**config.mk**
```make
export PLATFORM = sky130hd
export DESIGN_NAME = mem_tile_loader
export DESIGN_NICKNAME = d
export VERILOG_FILES = /design/src/rtl/conv_pkg.sv /design/src/rtl/loader_skid_fifo.sv /design/src/rtl/mem_tile_loader.sv
export SDC_FILE = /design/constraint.sdc
export NUM_CORES = 1
export LEC_CHECK = 0
export CORE_AREA = 4 4 153 155
export DETAILED_ROUTE_END_ITERATION = 10
export DIE_AREA = 0 0 157 159
export PLACE_DENSITY_LB_ADDON = 0.3
export SETUP_SLACK_MARGIN = 0.2
export SKIP_CTS_REPAIR_TIMING = 1
export SLEW_MARGIN = 20
export SYNTH_ARGS = -nofsm -noshare
export SYNTH_HDL_FRONTEND = slang
export SYNTH_SLANG_ARGS = --single-unit
```
**constraint.sdc**
```tcl
create_clock -name clk -period 4.85 [get_ports clk]
set_input_delay 1.2125 -clock clk [delete_from_list [all_inputs] [get_ports clk]]
set_output_delay 1.2125 -clock clk [all_outputs]
set_load 0.02 [all_outputs]
```
**src/rtl/conv_pkg.sv**
```systemverilog
// Shared definitions for the tile loader: FSM state encoding and default
// geometry (address/data width, external read latency, skid buffer depth).
package conv_pkg;

  localparam int CONV_AW         = 16;
  localparam int CONV_DW         = 32;
  localparam int CONV_RD_LAT     = 2;
  localparam int CONV_SKID_DEPTH = 4;

  typedef enum logic [1:0] {
    ST_IDLE  = 2'd0,
    ST_RUN   = 2'd1,
    ST_DRAIN = 2'd2,
    ST_FIN   = 2'd3
  } state_e;

endpackage

```
**src/rtl/loader_skid_fifo.sv**
```systemverilog
// Small skid buffer that catches read data returning from memory.
// Ports:
//   clk, rst        clock, synchronous active-low reset
//   wr_en, wr_data  write side; the caller guarantees the buffer is not full
//   rd_en           pop the head; the caller guarantees the buffer is not empty
//   rd_data         current head word (valid whenever count != 0)
//   count           current occupancy, 0..DEPTH
module loader_skid_fifo
  import conv_pkg::*;
#(
  parameter int DW    = CONV_DW,
  parameter int DEPTH = CONV_SKID_DEPTH
) (
  input  logic                       clk,
  input  logic                       rst,
  input  logic                       wr_en,
  input  logic [DW-1:0]              wr_data,
  input  logic                       rd_en,
  output logic [DW-1:0]              rd_data,
  output logic [$clog2(DEPTH+1)-1:0] count
);

  localparam int PW = $clog2(DEPTH);
  localparam int CW = $clog2(DEPTH + 1);

  logic [DW-1:0] mem_q [DEPTH];
  logic [PW-1:0] wr_ptr_q, wr_ptr_d;
  logic [PW-1:0] rd_ptr_q, rd_ptr_d;
  logic [CW-1:0] count_q, count_d;

  // DEPTH is a power of two, so the pointers wrap on their own.
  always_comb begin
    wr_ptr_d = wr_ptr_q + PW'(wr_en);
    rd_ptr_d = rd_ptr_q + PW'(rd_en);
    count_d  = count_q + CW'(wr_en) - CW'(rd_en);
  end

  always_ff @(posedge clk) begin
    if (!rst) begin
      wr_ptr_q <= '0;
      rd_ptr_q <= '0;
      count_q  <= '0;
    end else begin
      wr_ptr_q <= wr_ptr_d;
      rd_ptr_q <= rd_ptr_d;
      count_q  <= count_d;
    end
  end

  // Storage needs no reset: the occupancy count decides what is valid.
  always_ff @(posedge clk) begin
    if (wr_en) mem_q[wr_ptr_q] <= wr_data;
  end

  assign rd_data = mem_q[rd_ptr_q];
  assign count   = count_q;

endmodule

```
**src/rtl/mem_tile_loader.sv**
```systemverilog
// Streams a tile of len words starting at base_addr from a fixed-latency
// memory into a downstream FIFO, with credit-based flow control so returning
// data always has a skid slot.
// Ports:
//   clk, rst                   clock, synchronous active-low reset
//   start, base_addr, len      tile request (sampled only in IDLE)
//   rd_en, rd_addr, rd_data    external memory read port, RD_LAT cycles latency
//   fifo_almost_full           downstream backpressure
//   fifo_push, fifo_data       downstream push port
//   busy, done                 status: busy for the whole tile, done one-cycle pulse
//
// state    | meaning
// ST_IDLE  | waiting for start
// ST_RUN   | issuing reads (and pushing whatever has returned)
// ST_DRAIN | all reads issued, pushing the remaining words
// ST_FIN   | one-cycle wrap-up before returning to IDLE
module mem_tile_loader
  import conv_pkg::*;
#(
  parameter int AW         = CONV_AW,
  parameter int DW         = CONV_DW,
  parameter int RD_LAT     = CONV_RD_LAT,
  parameter int SKID_DEPTH = CONV_SKID_DEPTH
) (
  input  logic          clk,
  input  logic          rst,
  input  logic          start,
  input  logic [AW-1:0] base_addr,
  input  logic [AW-1:0] len,
  output logic          rd_en,
  output logic [AW-1:0] rd_addr,
  input  logic [DW-1:0] rd_data,
  input  logic          fifo_almost_full,
  output logic          fifo_push,
  output logic [DW-1:0] fifo_data,
  output logic          busy,
  output logic          done
);

  localparam int CW = $clog2(SKID_DEPTH + 1);
  localparam int OW = $clog2(SKID_DEPTH + RD_LAT + 1);

  state_e            state_q, state_d;
  logic [AW-1:0]     base_q, base_d;
  logic [AW-1:0]     len_q, len_d;
  logic [AW:0]       issue_cnt_q, issue_cnt_d;
  logic [AW:0]       push_cnt_q, push_cnt_d;
  logic [RD_LAT-1:0] vld_q, vld_d;
  logic              busy_q, busy_d;
  logic              done_q, done_d;

  logic [CW-1:0]     skid_cnt;
  logic [DW-1:0]     skid_head;
  logic [OW-1:0]     inflight;
  logic              issue;
  logic              push;

  always_comb begin
    inflight = '0;
    for (int i = 0; i < RD_LAT; i++) inflight = inflight + OW'(vld_q[i]);
  end

  // A read only goes out if a skid slot is reserved for its data.
  assign issue = (state_q == ST_RUN) && (issue_cnt_q < {1'b0, len_q}) &&
                 ((OW'(skid_cnt) + inflight) < OW'(SKID_DEPTH));
  assign push  = (skid_cnt != '0) && !fifo_almost_full;

  loader_skid_fifo #(
    .DW    (DW),
    .DEPTH (SKID_DEPTH)
  ) u_skid (
    .clk     (clk),
    .rst     (rst),
    .wr_en   (vld_q[RD_LAT-1]),
    .wr_data (rd_data),
    .rd_en   (push),
    .rd_data (skid_head),
    .count   (skid_cnt)
  );

  always_comb begin
    state_d     = state_q;
    base_d      = base_q;
    len_d       = len_q;
    issue_cnt_d = issue_cnt_q + {{AW{1'b0}}, issue};
    push_cnt_d  = push_cnt_q + {{AW{1'b0}}, push};
    vld_d       = (vld_q << 1) | RD_LAT'(issue);
    busy_d      = busy_q;
    done_d      = 1'b0;
    case (state_q)
      ST_IDLE: begin
        if (start) begin
          base_d      = base_addr;
          len_d       = len;
          issue_cnt_d = '0;
          push_cnt_d  = '0;
          busy_d      = 1'b1;
          state_d     = (len == '0) ? ST_FIN : ST_RUN;
        end
      end
      ST_RUN: begin
        if (issue_cnt_d == {1'b0, len_q}) state_d = ST_DRAIN;
      end
      ST_DRAIN: begin
        // Signal completion right after the last push.
        if (push_cnt_d == {1'b0, len_q}) begin
          state_d = ST_FIN;
          busy_d  = 1'b0;
          done_d  = 1'b1;
        end
      end
      ST_FIN: begin
        // Arriving here with busy still set means an empty tile: its done
        // pulse is issued on the way out instead.
        state_d = ST_IDLE;
        done_d  = busy_q;
        busy_d  = 1'b0;
      end
      default: state_d = ST_IDLE;
    endcase
  end

  always_ff @(posedge clk) begin
    if (!rst) begin
      state_q     <= ST_IDLE;
      base_q      <= '0;
      len_q       <= '0;
      issue_cnt_q <= '0;
      push_cnt_q  <= '0;
      vld_q       <= '0;
      busy_q      <= 1'b0;
      done_q      <= 1'b0;
    end else begin
      state_q     <= state_d;
      base_q      <= base_d;
      len_q       <= len_d;
      issue_cnt_q <= issue_cnt_d;
      push_cnt_q  <= push_cnt_d;
      vld_q       <= vld_d;
      busy_q      <= busy_d;
      done_q      <= done_d;
    end
  end

  assign rd_en     = issue;
  assign rd_addr   = issue ? (base_q + issue_cnt_q[AW-1:0]) : '0;
  assign fifo_push = push;
  assign fifo_data = push ? skid_head : '0;
  assign busy      = busy_q;
  assign done      = done_q;

endmodule
```
Word-level counts from Yosys, hierarchy flattened

Memory sizes are Yosys's and may differ from the RTL's. A register that Yosys moved wholly into a read port is not among the register bits.
Index checks and enable logic that the tools add are counted.

Add/subtract/negate cells: 9
Multiply operators: 0
Div/mod/pow operators: 0
$lt $le $gt $ge: 2
Eq/ne operators: 8
Shift operators: 0
Mux-type cells: 19
Bitwise gates (word level): 1
Reduce and logical (&&, ||, !) cells: 11

Operators by type and width:

| cell                 | count |
|---|---|
| $mux W17             | 4 |
| $add A17 B1 Y17      | 2 |
| $eq A17 B16 Y1       | 2 |
| $mux W32             | 1 |
| $lt A17 B16 Y1       | 1 |
| $add A16 B16 Y16     | 1 |
| $logic_not A16 Y1    | 1 |
| $mux W16             | 1 |
| $mux W2              | 5 |
| $pmux W2 S4          | 1 |
| $reduce_and A3 Y1    | 2 |
| $reduce_bool A3 Y1   | 2 |
| $mux W1              | 5 |
| $add A2 B1 Y2        | 2 |
| $eq A2 B2 Y1 const B | 2 |
| $ne A2 B2 Y1 const B | 2 |
| $add A3 B1 Y3        | 1 |
| $add A3 B2 Y3        | 1 |
| $logic_and A1 B1 Y1  | 3 |
| $lt A3 B3 Y1 const B | 1 |
| $pmux W1 S3          | 1 |
| $sub A3 B1 Y3        | 1 |
| $add A1 B1 Y2        | 1 |
| $eq A2 B1 Y1 const B | 1 |
| other kinds (6)      | 6 |

Register bits: 79
Bits in latches: 0
RAM bits: 128
ROM bits: 0
Input bits: 68
Output and inout port bits: 52
Logic and storage cells: 62
Memories kept: 1

Memories:

| name         | depth | width | rd ports | clocked after Yosys merged registers in | write ports | RTL line               | RTL |
|---|---|---|---|---|---|---|---|
| u_skid.mem_q | 4     | 32    | 1        | 1                                       | 1           | loader_skid_fifo.sv:26 | `logic [DW-1:0] mem_q [DEPTH];` |

Depth between registers and ports, before layout

Depth in word-level cells: 8
Mapped depth: 22
Mapped depth without buffers: 21

Hierarchy

A second synthesis with hierarchy kept.

Cell total of the unflattened synthesis: 812
Area, all modules: 9878.2 um^2

Modules (own cells, without submodules):

| module           | times used | cells each | area an instance (um^2) | sequential area each (um^2) |
|---|---|---|---|---|
| loader_skid_fifo | 1          | 198        | 4997.3                  | 3983.8 |
| mem_tile_loader  | 1          | 614        | 4880.9                  | 1441.4 |

Worst setup path before layout

OpenSTA, ideal clock, no wires.

Path kind: register to register
Start point: register len_q[1]
End point: register state_q[0]
Library setup time: 0.086 ns
Arrival: 4.940 ns
Required time: 4.764 ns
Slack: -0.177 ns
Stages on the path, launching flop included: 23
Path buffers: 1
Clock period less this slack: 5.027 ns
Cell sequence: dfxtp_1 -> inv_1 -> ha_1 -> a21oi_1 -> nor2b_1 -> o21ai_0 -> a21oi_1 -> a21o_1 -> a2111oi_0 -> o41ai_1 -> clkbuf_1 -> inv_1 -> ha_1 -> ha_1 -> and4_1 -> and3_1 -> xnor2_1 -> nand4_1 -> a2111oi_0 -> nand4_1 -> o32ai_1 -> o21ai_2 -> a221oi_2

Word-level cells in the longest chain between the ends: 7
Elaborated cells between the ends (all ways): 9
Classes of those cells: add/sub (1); order compare (1); eq/ne (4); reduce/logical (3)

Ends and longest elaborated chain:

| element                           | RTL line               | RTL |
|---|---|---|
| start, declared                   | mem_tile_loader.sv:45  | `logic [AW-1:0] len_q, len_d;` |
| start signal, assigned            | mem_tile_loader.sv:136 | `len_q <= len_d;` |
| $lt A17 B16 Y1                    | mem_tile_loader.sv:64  | `assign issue = (state_q == ST_RUN) && (issue_cnt_q < {1'b0, len_q}) &&` |
| $logic_and A1 B1 Y1 (2 in series) | mem_tile_loader.sv:64  |  |
| via rd_en                         | mem_tile_loader.sv:30  | `output logic rd_en,` |
| $add A17 B1 Y17                   | mem_tile_loader.sv:85  | `issue_cnt_d = issue_cnt_q + {{AW{1'b0}}, issue};` |
| $eq A17 B16 Y1                    | mem_tile_loader.sv:102 | `if (issue_cnt_d == {1'b0, len_q}) state_d = ST_DRAIN;` |
| $ne A2 B1 Y1 (no line)            | --                     |  |
| $reduce_and A3 Y1 (no line)       | --                     |  |
| end signal, assigned              | mem_tile_loader.sv:134 | `state_q <= state_d;` |
| end, declared                     | mem_tile_loader.sv:43  | `state_e state_q, state_d;` |

The timed path passes the listed nets, and every way through them passes these cells.
A chain may end at the register's enable or synchronous reset.

Worst setup path after layout

Start point: register len_q[2]
End point: output port rd_addr[12]

Word-level cells in the longest chain between the ends: 4

Ends and longest elaborated chain:

| element                           | RTL line               | RTL |
|---|---|---|
| $lt A17 B16 Y1                    | mem_tile_loader.sv:64  |  |
| $logic_and A1 B1 Y1 (2 in series) | mem_tile_loader.sv:64  |  |
| $mux W16                          | mem_tile_loader.sv:146 | `assign rd_addr = issue ? (base_q + issue_cnt_q[AW-1:0]) : '0;` |
| end, declared                     | mem_tile_loader.sv:31  | `output logic [AW-1:0] rd_addr,` |

Every way passes these cells.

==> flow_metrics.tcl <==
set metrics [dict create \
    routed_wl_um 22100 \
    placedCellCount 1237 \
    skew_ps 9.54 \
    worst_hold_path_type "flop to flop" \
    grt_pass1_wl_um 35500 \
    dieArea_um2 25000 \
    ys_seq_elements 207 \
    post_synth.cell_area_avg_um2 11.8 \
    cts_buffers 22 \
    status "completed" \
    grt_max_degree 41 \
    cp.arrival_ps 3310 \
    finalCriticalPeriod_ps 4520 \
    maxCapViolations 0 \
    die_x_um 157 \
    syn_area_um2 9850 \
    yosysUniqueCellTypes 66 \
    clkTransAtPathRegs_ps 60 \
    start_util_pct 45.2 \
    cts_tree "yes" \
    n_antenna_cell 0 \
    placed_cell_area_um2 11600 \
    setup_viol 0 \
    grt-busiest-layer "met2" \
    ant_nets 0 \
    grtUsageMet3_pct 2.83 \
    fin_nets 1096 \
    async_reset_ff_share_pct 0 \
    die_h_um 159 \
    cts_sinks 207 \
    fmax_mhz 221 \
    crit_type "flop to output pin" \
    worst-path-max-fanout 17 \
    drc 0 \
    ioPinCount 120 \
    finalCritPeriodShare_pct 93.2 \
    power.leakage_uw 0.00472 \
    syn_inst 834 \
    ys_seq_area_share_pct 55.1 \
    final_area_um2 12400 \
    core_area_um2 21800 \
    wire_per_inst_um 17.4 \
    relSlewSlack_pct 30.1 \
    drive_gt1_share_pct 12.8 \
    drt-vias-per-instance 5.31 \
    power_uw 5220 \
    synth-edff-count 128 \
    rsz0062_at_grt "true" \
    drv_slew 0 \
    met1_usage_pct 24.0 \
    gp_congestion 0.907 \
    root_buffer "clkbuf_16" \
    port_buffers 119 \
    endpoint_kind "output pin" \
    layoutNonFillerInstCount 1276 \
    drt_iter0_drc 447 \
    dr.pass1.iters 5 \
    area_growth_pct 25.7 \
    num_vias 6773 \
    crit_required_ps 3640 \
    fp-row-count 54 \
    insertion_delay_ps 500 \
    cts.path.max_buffers 3 \
    startpoint_type "flop" \
    final_core_util_pct 56.8 \
    htree_levels 1 \
    power.density_nw_per_um2 422 \
    finalHoldViolCount 0 \
    ys_warn_count 0 \
    overflow 0 \
    track_usage_pct 17.7 \
    globalRouteMet2Util_pct 29.5 \
    tightestPinTransition_ps 1050 \
    syn_nets 948 \
    antenna_found_initial 0 \
    grt_pass1_vias 6757 \
    ys.flop_type "edfxtp_1" \
    dp_hpwl_um 15600 \
    holdWs_ps 461 \
    peakVddDrop_mv 0.215 \
]
cells in the mapped netlist (3+ instances only):
library cell / number / area [um^2]
edfxtp_1: 128 / 3840
a21oi_1: 50 / 250
nor2_1: 81 / 304
a21o_1: 10 / 75.1
nor3b_1: 3 / 22.5
nand2_1: 95 / 357
mux4_2: 32 / 721
or2_2: 3 / 18.8
nor4_1: 7 / 43.8
nor2b_1: 39 / 244
o21ai_0: 9 / 45.0
xnor2_1: 42 / 368
and4_1: 3 / 26.3
nand3_1: 10 / 50.1
nor3_1: 15 / 75.1
dfxtp_1: 79 / 1580
a31oi_1: 5 / 31.3
ha_1: 44 / 551
a2111oi_0: 3 / 26.3
nand4_1: 12 / 75.1
xor2_1: 29 / 254
inv_1: 32 / 120
and2_1: 6 / 37.5
buf_1: 3 / 11.3
clkbuf_1: 31 / 116
o21a_1: 3 / 22.5
and3_1: 13 / 81.3
critical path: stages (launching register included):
cell,delay [ps]
dfxtp_1,370
inv_1,90
ha_1,290
nor2b_1,120
o21ai_0,140
a21oi_1,90
a21o_1,170
a2111oi_1,400
buf_4,190
o41ai_4,60
buf_4,220
a2111oi_0,360
dlymetal6s2s_1,290
flip-flops by register name, summed over array words and instances (netlist names):
| name | cells |
|---|---|
| u_skid.rd_ptr_q | 2 |
| issue_cnt_q | 17 |
| len_q | 16 |
| push_cnt_q | 17 |
| done | 1 |
| state_q | 2 |
| u_skid.mem_q | 128 |
| base_q | 16 |
| vld_q | 2 |
| busy | 1 |
| u_skid.wr_ptr_q | 2 |
| u_skid.count | 3 |
cells by family after synthesis:
| family | share of synthesized area, % |
|---|---|
| multiplexers | 7.63 |
| flip-flops | 55.1 |
| XOR/XNOR | 6.77 |
| AND/OR/NAND/NOR | 14.6 |
| buffers and inverters | 2.59 |
| AO/OA/AOI/OAI | 7.38 |
| adder cells (fa/ha/maj) | 5.99 |
layer usage:
layer | part of all wire, % | wire length (um) | up-vias
li1 | - | - | 3311
met1 | 44 | 9700 | 3243
met2 | 48 | 10700 | 181
met3 | 5.4 | 1200 | 38
met4 | 2.4 | 531 | 0
met5 | 0 | 0 | -
where the power goes:
group,switching (uW),internal [uW]
clock,626,962
combinational,767,769
sequential,121,1980
total,1510,3710
stage by stage:
| stage | setup TNS, ps | worst slack (ps) |
|---|---|---|
| 2_1_floorplan | 0 | 202 |
| 3_3_place_gp | 0 | 17.5 |
| 3_5_place_dp | -8.20 | -8.20 |
| 4_1_cts | -264 | -174 |
| 5_1_grt | 0 | 141 |
| 6_report | 0 | 330 |
final timing paths:
path                       to       from  depth (start not counted)  slack, ps
setup reg to reg   state_q[0]   len_q[2]                         21        440
hold / removal      base_q[2]  base_q[2]                          2        460
setup / recovery  rd_addr[12]   len_q[2]                         12        330
hold reg to reg     base_q[2]  base_q[2]                          2        460
cell type report:
cell class	count	area (um^2)
inverters	32	120
clock buffers	33	602
flip-flops and latches	207	5430
fillers	1791	9440
clock inverters	5	85.1
multi-input cells	560	4260
repair buffers	159	1540
well taps	280	350
placed cells by master (no fill, tap or decap), types with 3 or more instances in the layout:
master           Yosys  routed
clkbuf_16            0      22
nor2_1              81      79
dfxtp_1             79      78
nand2_1             95      94
and4_1               3       3
and3_1              13      13
dlymetal6s2s_1       0      16
edfxtp_1           128     128
clkbuf_1            31      10
nor4_1               7       7
clkdlybuf4s50_1      0     103
or2_2                3       3
and2_1               6       5
nand4_1             12      12
buf_4                1      39
a21o_1              10      10
ha_1                44      44
o21a_1               3       3
nand3_1             10      10
xnor2_1             42      42
mux4_2              32      32
o21ai_0              9       9
xor2_1              29      28
nor2b_1             39      39
a31oi_1              5       5
inv_1               32      31
a21oi_1             50      48
nor3_1              15      14
Note: power is estimated with default switching activity, not from simulation.
